$ cat src/rtl/gw_ides_deser.sv
// Gowin-style 1:N DDR input deserializer, behavioural model; optional macro GW_IDES_MSB_FIRST_EN.
// Latency: Q/Q_VALID are registered on the rising edge that samples a word's last bit and are seen the following cycle.
// Backpressure: none; the block is free-running and emits one word every DES_RATIO/2 cycles with no stall.
//
// Ports:
//   CLK     - single clock; D is captured on the falling edge and sampled again on the rising edge
//   RESET   - synchronous active-high reset (also clears the falling-edge capture flop)
//   D       - serial DDR data
//   CALIB   - bit-slip request; each 0->1 transition moves the word boundary one bit later
//   Q       - assembled word; first-received bit in Q[0] (Q[DES_RATIO-1] when GW_IDES_MSB_FIRST_EN is defined)
//   Q_VALID - one-cycle pulse whenever Q updates
module gw_ides_deser #(
    parameter int   DES_RATIO = 4,
    parameter logic INIT      = 1'b0
) (
    input  logic                 CLK,
    input  logic                 RESET,
    input  logic                 D,
    input  logic                 CALIB,
    output logic [DES_RATIO-1:0] Q,
    output logic                 Q_VALID
);

    generate
        if (DES_RATIO != 2 && DES_RATIO != 4 && DES_RATIO != 8 && DES_RATIO != 10) begin : g_bad_ratio
            $error("gw_ides_deser: DES_RATIO must be 2, 4, 8 or 10");
        end
    endgenerate

    localparam logic [2:0] CNT_LAST = 3'(DES_RATIO / 2 - 1);

    // Power-up values stand in for the primitive's GSR initialisation.
    logic                 n_bit   = INIT;
    logic [DES_RATIO:0]   sr      = {(DES_RATIO + 1){INIT}};
    logic [2:0]           cnt     = 3'd0;
    logic                 s       = 1'b0;
    logic                 calib_d = 1'b0;
    logic [DES_RATIO-1:0] q_reg   = {DES_RATIO{INIT}};
    logic                 q_vld   = 1'b0;

    logic [DES_RATIO:0]   sr_nxt;
    logic [DES_RATIO-1:0] window;
    logic [DES_RATIO-1:0] q_word;
    logic                 slip;
    logic                 emit;
    logic                 hold;

    // Falling-edge half of the DDR pair; it is the older bit of the pair.
    always_ff @(negedge CLK) begin
        if (RESET) begin
            n_bit <= INIT;
        end else begin
            n_bit <= D;
        end
    end

    // Newest bit enters at the top, so the register reads oldest..newest from bit 0 upward.
    assign sr_nxt = {D, n_bit, sr[DES_RATIO:2]};
    assign slip   = CALIB & ~calib_d;
    assign emit   = (cnt == CNT_LAST);

    // Slip sequence alternates two mechanisms so each step is one bit later:
    // going to s=1 delays the emit by a cycle (+2 bits) while the window moves one bit older (-1);
    // going back to s=0 moves the window one bit newer (+1). Pairs of slips advance by two bits.
    assign hold   = slip & ~s;

    // The window includes the pair being sampled at this edge, so the word is complete when registered.
    assign window = s ? sr_nxt[DES_RATIO-1:0] : sr_nxt[DES_RATIO:1];

    always_comb begin
        q_word = window;
`ifdef GW_IDES_MSB_FIRST_EN
        for (int i = 0; i < DES_RATIO; i++) begin
            q_word[i] = window[DES_RATIO-1-i];
        end
`endif
    end

    always_ff @(posedge CLK) begin
        if (RESET) begin
            sr      <= {(DES_RATIO + 1){INIT}};
            cnt     <= 3'd0;
            s       <= 1'b0;
            calib_d <= 1'b0;
            q_reg   <= {DES_RATIO{INIT}};
            q_vld   <= 1'b0;
        end else begin
            sr      <= sr_nxt;
            calib_d <= CALIB;
            if (slip) begin
                s <= ~s;
            end
            // A hold on an emit cycle keeps cnt at its last value, so the
            // re-aligned word follows immediately after the old-alignment one.
            if (hold) begin
                cnt <= cnt;
            end else if (emit) begin
                cnt <= 3'd0;
            end else begin
                cnt <= cnt + 3'd1;
            end
            q_vld <= emit;
            if (emit) begin
                q_reg <= q_word;
            end
        end
    end

    assign Q       = q_reg;
    assign Q_VALID = q_vld;

endmodule
$ cat config.mk
export PLATFORM = sky130hd
export DESIGN_NAME = gw_ides_deser
export DESIGN_NICKNAME = d
export VERILOG_FILES = /design/src/rtl/gw_ides_deser.sv
export SDC_FILE = /design/constraint.sdc
export NUM_CORES = 1
export LEC_CHECK = 0
export ABC_AREA = 1
export CAP_MARGIN = 20
export CORE_MARGIN = 2
export CORE_UTILIZATION = 35
export CTS_CLUSTER_SIZE = 14
export DETAILED_ROUTE_END_ITERATION = 10
export DONT_BUFFER_PORTS = 1
export HOLD_SLACK_MARGIN = 0.12
export PLACE_DENSITY = 0.59
export SETUP_SLACK_MARGIN = 0.02
export SYNTH_ARGS = -nofsm -noshare
export SYNTH_HDL_FRONTEND = slang
export SYNTH_SLANG_ARGS = --single-unit
export TNS_END_PERCENT = 20
$ cat constraint.sdc
create_clock -name CLK -period 1.2 [get_ports CLK]
set_input_delay 0.18 -clock CLK [delete_from_list [all_inputs] [get_ports CLK]]
set_output_delay 0.18 -clock CLK [all_outputs]
set_load 0.01 [all_outputs]
==> flow_summary_export.csv, run 1 <==
group,metric,value,unit
final_layout,nets,90,
synthesis,yosysTopAreaCell,"dfxtp_1",
sta,max-slew-margin-rel,79.2,%
power,ir_worst_vdd,0.000803,V
synthesis,synth_warnings,0,
outcome,status,"complete, but fails checks",
global_route,grt_usage,10.9,%
die,fp-row-count,14,
global_route,grt-ovfl-total,0,
die,die_w,44.3,microns
global_route,grt_pass1_vias,383,
cts,clock_latency,0.33,ns
sta,fin_setup_tns,-0.287,ns
route,wl_per_cell,9.32,microns
synthesis,synth_cell_types,11,
cts,clk_pin_slew,0.09,ns
power,finalPower,0.920,mW
final_layout,area_growth,15.2,%
cts,clockBufferDepth,2,
cts,cts_tree,"yes",
job,maxCapViolCount,0,
cts,clkSinkCount,14,
route,wl_met2,455,microns
setup_path,critPathRequiredTime,1.42,ns
final_layout,drive_above_1_share,12.9,%
synthesis,synth_area,568,sq um
global_route,grt_pass1_wl,1500,microns
setup_path,start_kind,"flop",
placed_design,port_buffers,0,
route,wl_met1,440,microns
worst_hold_path,hp-class,"in -> reg",
die,coreArea,1510,sq um
sta,rsz0062_at_grt,"yes",
worst_hold_path,min-delay-start,"RESET",
global_route,grt_max_degree,10,
setup_path,path_max_fanout,2,
setup_path,critPathLaunch,"n_bit",
route,routed_wl,941,microns
route,dr_wl_met3,39,microns
setup_path,worstPathArrival,1.54,ns
final_layout,final_util,43.4,%
synthesis,ys_seq_area_share,49.3,%
route,routed_via_density,4.49,
synthesis,synthTopCellsByArea,"dfxtp_1, nand2_1, nor2_1",
power,p_per_area,1410,nW/um^2
sta,worstMarginPinSlew,0.312,ns
route,num_vias,453,
sta,setup_slack,-0.121,ns
route,drt_pass1_iterations,2,
sta,finalSetupViolCount,3,
setup_path,path_class,"reg -> reg",
placed_design,dp_hpwl,659,microns
sta,drv_slew,0,
synthesis,syn_nets,82,
outcome,violations,"setup timing",
setup_path,reg2reg_from,"n_bit",
placed_design,gp_congestion,0.655,
synthesis,yosysTopAreaCellShare,49.3,%
setup_path,critPathCaptureType,"flop",
die,die_h,44.3,microns
die,start_util,37.7,%
final_layout,mostFrequentLayoutCell,"nand2_1",
route,ant_nets,0,
cts,clockRootBuffer,"clkbuf_4",
global_route,antenna_found_initial,0,
sta,hold_viol_final,0,
route,highest_layer,"met4",
sta,finClkSkew,0.0559,ns
final_layout,layout_common_cells,"nand2_1, nor2_1, dfxtp_1, inv_1",
cts,htree_levels,1,
synthesis,postSynthAreaPerCell,7.28,sq um
power,leakagePower,0.328,nW
cts,numCtsBuffers,3,
die,io_pins,9,
route,drc,0,
die,die_area,1960,sq um
final_layout,diodes,0,
route,drt_iter0_drc,6,
synthesis,syn_inst,78,
synthesis,synth-seq-cells,14,
-- Yosys cell counts --
cell type and n:
nor2_1 17, o21ai_0 4, a21oi_1 3, nand3b_4 1
buf_6 1, nand3_4 1, inv_2 1, nand2_1 21
nand3_1 1, inv_1 14, dfxtp_1 14
-- final cells by class --
cell class / count / area [sq um]
Tap cell: 16 / 20.0
Clock buffer: 4 / 26.3
Multi-Input combinational cell: 48 / 226
Clock inverter: 1 / 3.75
Fill cell: 157 / 852
Sequential cell: 14 / 282
Inverter: 14 / 52.6
Timing Repair Buffer: 4 / 43.8
-- flip-flops by register name, summed over array words and instances, names as in the netlist --
signal	count
calib_d	1
s	1
Q_VALID	1
n_bit	1
sr	3
cnt	3
Q	4
-- power by group --
group / total, mW / internal [mW] / leakage, nW / switching [mW]
clock network: 0.291 / 0.133 / 0.0203 / 0.158
logic: 0.100 / 0.0432 / 0.192 / 0.0570
registers: 0.529 / 0.496 / 0.116 / 0.0332
total: 0.920 / 0.672 / 0.328 / 0.248
-- timing repair --
| item | in CTS | in global routing |
|---|---|---|
| hold buffers | 2 | 1 |
| setup buffers | 0 | 0 |
| gates resized for setup | 3 | 4 |
| gates cloned | 0 | 0 |
| hold endpoints to repair | 6 | 1 |
| pin swaps | 2 | 2 |
| setup endpoints to repair | 3 | 4 |
-- cell families (layout without fill, tap and decap cells) --
family,count (synthesis),in the layout,share of synthesized area (%)
AND/OR/NAND/NOR,41,41,32.6
buffers and inverters,16,23,11.9
flip-flops,14,14,49.3
AO/OA/AOI/OAI,7,7,6.17
-- metal layers --
layer / global-route usage, % / vias up
met3: 4.49 / 2
met1: 11.7 / 202
li1: - / 242
met5: 0 / -
met2: 16.8 / 7
met4: 8.48 / 0
-- metrics by stage --
step / area, sq um / std cells / setup slack (ns) / hold slack (ns)
after global routing: 654 / 101 / -0.211 / 0.151
after CTS: 636 / 100 / -0.127 / 0.0303
after global placement: 584 / 94 / -0.0983 / 0.251
after detailed placement: 584 / 94 / -0.103 / 0.254
final: 654 / 101 / -0.121 / 0.146
after floorplan: 568 / 78 / -0.0309 / 0.249
-- worst max-delay path, stage by stage, from the launching register on --
cell and delay, ns:
dfxtp_2 0.32, inv_2 0.04, o21ai_2 0.13, nor2_1 0.05, nor2_1 0.07
-- path summary, 6_finish.rpt --
kind,slack [ns],cells past startpoint,end
max,-0.12,4,Q[2]
min,0.15,3,cnt[0]
max reg2reg,-0.12,4,Q[2]
min reg2reg,0.46,2,sr[2]
(Power assumes the default switching activity.)
==> run 2, diff against run 1 <==
--- a/config.mk
+++ b/config.mk
@@ -7,6 +7,7 @@
 export LEC_CHECK = 0
 export ABC_AREA = 1
 export CAP_MARGIN = 20
+export CORE_ASPECT_RATIO = 1.25
 export CORE_MARGIN = 2
 export CORE_UTILIZATION = 35
 export CTS_CLUSTER_SIZE = 14
==> run 2 against run 1 <==
Effect of this change:
- the flow still finishes with violations (setup timing)
- total power decreased by 1.2%
- wire length decreased by 5.3%
- final area increased by 2.3%
- clock power decreased by 4%
- critical path depth unchanged
- combinational power about the same
- register-to-register slack about the same
- first-iteration DRC count increased by 50%
- die area increased by 0.11%
- sequential share of layout area decreased by 0.96 points
- core utilization about the same
- via count decreased by 2.2%
- largest power group unchanged
- highest routed layer unchanged
==> flow_summary_export.csv, run 2 (synthesized netlist as in run 1, its figures left out) <==
group,metric,value,unit
outcome,status,"complete, but fails checks",
outcome,violations,"setup timing",
global_route,grt_max_degree,10,
route,routed_wl,891,microns
worst_hold_path,min-delay-start,"RESET",
sta,finClkSkew,0.0555,ns
global_route,grt_pass1_wl,1670,microns
sta,timing.hold.ws,0.138,ns
die,fp-row-count,16,
setup_path,cp_common_cell,"nor2_1",
setup_path,reg2reg_to,"Q[2]",
cts,clock_latency,0.33,ns
route,ant_nets,0,
global_route,grt_usage,12.4,%
cts,clockRootBuffer,"clkbuf_4",
setup_path,critPathLaunch,"n_bit",
die,die_h,49.0,microns
final_layout,final_util,43.4,%
global_route,grt_pass1_vias,422,
cts,clk_pin_slew,0.08,ns
power,p_per_area,1360,nW/um^2
worst_hold_path,min_to,"cnt[2]",
die,die_area,1960,sq um
worst_hold_path,hp-class,"in -> reg",
final_layout,nets,91,
cts,clkSinkCount,14,
global_route,antenna_found_initial,0,
setup_path,path_class,"reg -> reg",
setup_path,worstPathArrival,1.49,ns
setup_path,critPathRequiredTime,1.38,ns
power,ir_worst_vdd,0.000677,V
setup_path,slowest_delay,0.31,ns
setup_path,reg2reg_from,"n_bit",
sta,setup_slack,-0.115,ns
power,leakagePower,0.334,nW
placed_design,placed_area,587,sq um
sta,hold_viol_final,0,
placed_design,gp_congestion,0.633,
placed_design,port_buffers,0,
route,routed_via_density,4.26,
setup_path,reg2reg_depth,4,
route,drt_iter0_drc,9,
route,drt_pass1_iterations,4,
global_route,grt-ovfl-total,0,
route,drc,0,
setup_path,crit_chain,"inv_1, o21ai_2, nor2_1, nor2_1",
final_layout,final_cell_area,669,sq um
sta,rsz0062_at_grt,"yes",
cts,numCtsBuffers,3,
worst_hold_path,whs_path_depth,3,
setup_path,start_kind,"flop",
job,maxCapViolCount,0,
setup_path,path_max_fanout,2,
cts,clockBufferDepth,2,
die,die_w,40.0,microns
setup_path,critPathCaptureType,"flop",
die,coreArea,1540,sq um
cts,cts_tree,"yes",
setup_path,ff2ff_setup_slack,-0.12,ns
cts,post_cts_buffers,0,
final_layout,layout_common_cells,"nand2_1, nor2_1, inv_1",
placed_design,dp_worst_setup_slack,-0.0688,ns
die,io_pins,9,
sta,drv_slew,0,
route,num_vias,443,
final_layout,drive_above_1_share,14.0,%
sta,max-slew-margin-rel,77.8,%
route,wl_per_cell,8.57,microns
placed_design,dp_hpwl,652,microns
cts,htree_levels,1,
final_layout,area_growth,17.8,%
setup_path,crit_slowest_cell,"dfxtp_2",
sta,worstMarginPinSlew,0.332,ns
sta,fin_setup_tns,-0.294,ns
final_layout,largest_reg_flops,4,
die,start_util,36.9,%
final_layout,diodes,0,
sta,finalSetupViolCount,3,
final_layout,mostFrequentLayoutCell,"nand2_1",
[run 2: critical path: cells and delay by family (launching register included)]
kind | cells | cell delay [ns]
AOI/OAI and AO/OA | 1 | 0.05
and+or+nand+nor | 2 | 0.13
DFF | 1 | 0.31
buffers and inverters | 1 | 0.08
[run 2: final cells by class]
cell class	instances	area, sq um
Clock inverter	2	7.51
Fill cell	154	872
Timing Repair Buffer	5	50.0
Inverter	14	52.6
Sequential cell	14	282
Tap cell	18	22.5
Multi-Input combinational cell	48	233
Clock buffer	3	22.5
[run 2: metal layers]
layer  part of all wire, %  GRT usage, %  up-vias
met3                   4.7          4.11        2
li1                      -             -      244
met1                    47          15.6      191
met4                  0.90          8.62        0
met2                    47          16.9        6
met5                     0             0        -
[run 2: power breakdown]
group | leakage [nW] | internal, mW | switching, mW
logic | 0.198 | 0.0453 | 0.0565
clock network | 0.0207 | 0.125 | 0.154
registers | 0.116 | 0.495 | 0.0326
total | 0.334 | 0.666 | 0.243
[run 2: worst max-delay path by stage]
| stage | end | depth (start not counted) |
|---|---|---|
| 2_1_floorplan | Q[2] | 4 |
| 3_3_place_gp | Q[3] | 4 |
| 3_5_place_dp | Q[3] | 4 |
| 4_1_cts | Q[3] | 4 |
| 5_1_grt | Q[2] | 4 |
| 6_report | Q[2] | 4 |
[run 2: timing repair]
| action | 4_1_cts | 5_1_grt |
|---|---|---|
| pin swaps | 2 | 2 |
| endpoints found under the setup margin | 3 | 4 |
| resized for setup | 3 | 4 |
| hold buffers | 3 | 1 |
| hold endpoints to repair | 6 | 1 |
[run 2: stage by stage]
| step | cells | total power, mW |
|---|---|---|
| after floorplan | 78 | 0.618 |
| final | 104 | 0.909 |
| after detailed placement | 96 | 0.632 |
| after CTS | 103 | 0.916 |
| after global placement | 96 | 0.630 |
| after global routing | 104 | 0.968 |
==> run 3, diff against run 2 <==
--- a/config.mk
+++ b/config.mk
@@ -7,14 +7,16 @@
 export LEC_CHECK = 0
 export ABC_AREA = 1
 export CAP_MARGIN = 20
+export CELL_PAD_IN_SITES_DETAIL_PLACEMENT = 1
+export CELL_PAD_IN_SITES_GLOBAL_PLACEMENT = 2
 export CORE_ASPECT_RATIO = 1.25
 export CORE_MARGIN = 2
-export CORE_UTILIZATION = 35
+export CORE_UTILIZATION = 28
 export CTS_CLUSTER_SIZE = 14
 export DETAILED_ROUTE_END_ITERATION = 10
 export DONT_BUFFER_PORTS = 1
 export HOLD_SLACK_MARGIN = 0.12
-export PLACE_DENSITY = 0.59
+export PLACE_DENSITY = 0.77
 export SETUP_SLACK_MARGIN = 0.02
 export SYNTH_ARGS = -nofsm -noshare
 export SYNTH_HDL_FRONTEND = slang
==> constraint.sdc (replaced) <==
create_clock -name CLK -period 1.15 [get_ports CLK]
set_input_delay 0.1725 -clock CLK [delete_from_list [all_inputs] [get_ports CLK]]
set_output_delay 0.1725 -clock CLK [all_outputs]
set_load 0.01 [all_outputs]
==> run 3 against run 2 <==
Effect of this change:
- the run still ends with setup timing left
- global-route usage fell by 0.65 points
- clock power increased by 31%
- core utilization shrank 8.9 points
- clock skew grew 0.00067 ns
- final area unchanged
==> flow_summary_export.csv, run 3 (synthesized netlist as in run 1, its figures left out) <==
group,metric,value,unit
setup_path,start_kind,"flop",
setup_path,critPathRequiredTime,1.33,ns
placed_design,placed_area,589,sq um
setup_path,path_class,"reg -> reg",
global_route,grt_pass1_wl,2020,microns
final_layout,mostFrequentLayoutCell,"nand2_1",
die,coreArea,1940,sq um
final_layout,fillers,240,
power,ir_worst_vdd,0.000565,V
sta,worstMarginPinSlew,0.324,ns
cts,cts_tree,"yes",
final_layout,final_util,34.6,%
final_layout,area_growth,17.8,%
final_layout,multi_input_area,226,sq um
die,die_area,2410,sq um
sta,setup_slack,-0.149,ns
setup_path,path_max_fanout,2,
power,p_per_area,1530,nW/um^2
sta,drv_slew,0,
route,routed_wl,1150,microns
cts,clockRootBuffer,"clkbuf_4",
sta,fin_setup_tns,-0.357,ns
final_layout,layout_common_cells,"nand2_1, nor2_1, dfxtp_1, inv_1",
die,die_w,44.3,microns
sta,rsz0062_at_grt,"yes",
final_layout,register_area,282,sq um
final_layout,final_cell_area,669,sq um
route,routed_via_density,4.31,
global_route,antenna_found_initial,0,
power,leakagePower,0.334,nW
route,num_vias,453,
cts,clk_pin_slew,0.09,ns
global_route,grt_pass1_vias,465,
placed_design,gp_congestion,0.696,
global_route,grt-ovfl-total,0,
setup_path,critPathCaptureType,"flop",
job,maxCapViolCount,0,
setup_path,worstPathArrival,1.48,ns
final_layout,largest_reg_flops,4,
cts,clock_latency,0.33,ns
sta,finClkSkew,0.0562,ns
placed_design,dp_hpwl,808,microns
sta,finalSetupViolCount,3,
die,die_h,54.4,microns
placed_design,port_buffers,0,
cts,clockBufferDepth,2,
die,io_pins,9,
outcome,violations,"setup timing",
die,fp-row-count,18,
final_layout,nets,90,
cts,numCtsBuffers,3,
route,ant_nets,0,
sta,max-slew-margin-rel,78.4,%
power,finalPower,1.03,mW
worst_hold_path,hp-class,"in -> reg",
cts,htree_levels,1,
final_layout,drive_above_1_share,14.1,%
sta,hold_viol_final,0,
cts,post_cts_buffers,0,
global_route,grt_usage,11.7,%
route,drc,0,
route,drt_iter0_drc,8,
route,wl_per_cell,10.9,microns
outcome,status,"complete, but fails checks",
route,drt_pass1_iterations,3,
die,start_util,29.3,%
final_layout,diodes,0,
cts,clkSinkCount,14,
global_route,grt_max_degree,10,
==> run 3: critical path, stage by stage (launching register included) <==
cell     delay [ns]
dfxtp_2        0.31
nand2_1        0.07
o21ai_2        0.06
nor2_1         0.09
nor2_1         0.05
==> run 3: final timing paths <==
| path | cells after the start | endpoint | startpoint | slack (ns) |
|---|---|---|---|---|
| hold reg to reg | 2 | sr[2] | sr[4] | 0.47 |
| setup reg to reg | 4 | Q[3] | n_bit | -0.15 |
| hold / removal | 3 | Q[0] | RESET | 0.16 |
| setup / recovery | 4 | Q[3] | n_bit | -0.15 |
==> run 3: cell type report <==
class	instances	area share (%)
Tap cell	20	3.74
Clock buffer	4	5.42
Clock inverter	1	0.561
Inverter	14	7.85
Multi-Input combinational cell	48	33.8
Sequential cell	14	42.1
Timing Repair Buffer	4	6.54
==> run 3: stage by stage <==
step                      instances  hold slack, ns  setup WS (ns)
after floorplan                  78           0.242        -0.0559
after global placement           98           0.244         -0.125
after detailed placement         98           0.248         -0.135
after CTS                       104          0.0272         -0.166
after global routing            105           0.177         -0.221
final                           105           0.161         -0.149
==> run 3: metal layers <==
metal  GRT usage (%)  up-vias  share of wire (%)  wire length [microns]
met4            7.58        0                1.3                     15
met1            14.1      200                 47                    534
met2            18.4        8                 49                    562
li1                -      243                  -                      -
met3            2.97        2                3.1                     35
met5               0        -                  0                      0
==> run 3: repair_timing <==
action,4_1_cts,5_1_grt
endpoints found under the hold margin,6,1
endpoints found under the setup margin,3,4
hold buffers,2,1
pin swaps,2,3
gates cloned,0,0
gates resized for setup,1,6
==> run 3: power by group <==
group / switching, mW / leakage, nW / internal, mW
Combinational: 0.0623 / 0.192 / 0.0451
Sequential: 0.0352 / 0.116 / 0.517
Clock: 0.169 / 0.0263 / 0.197
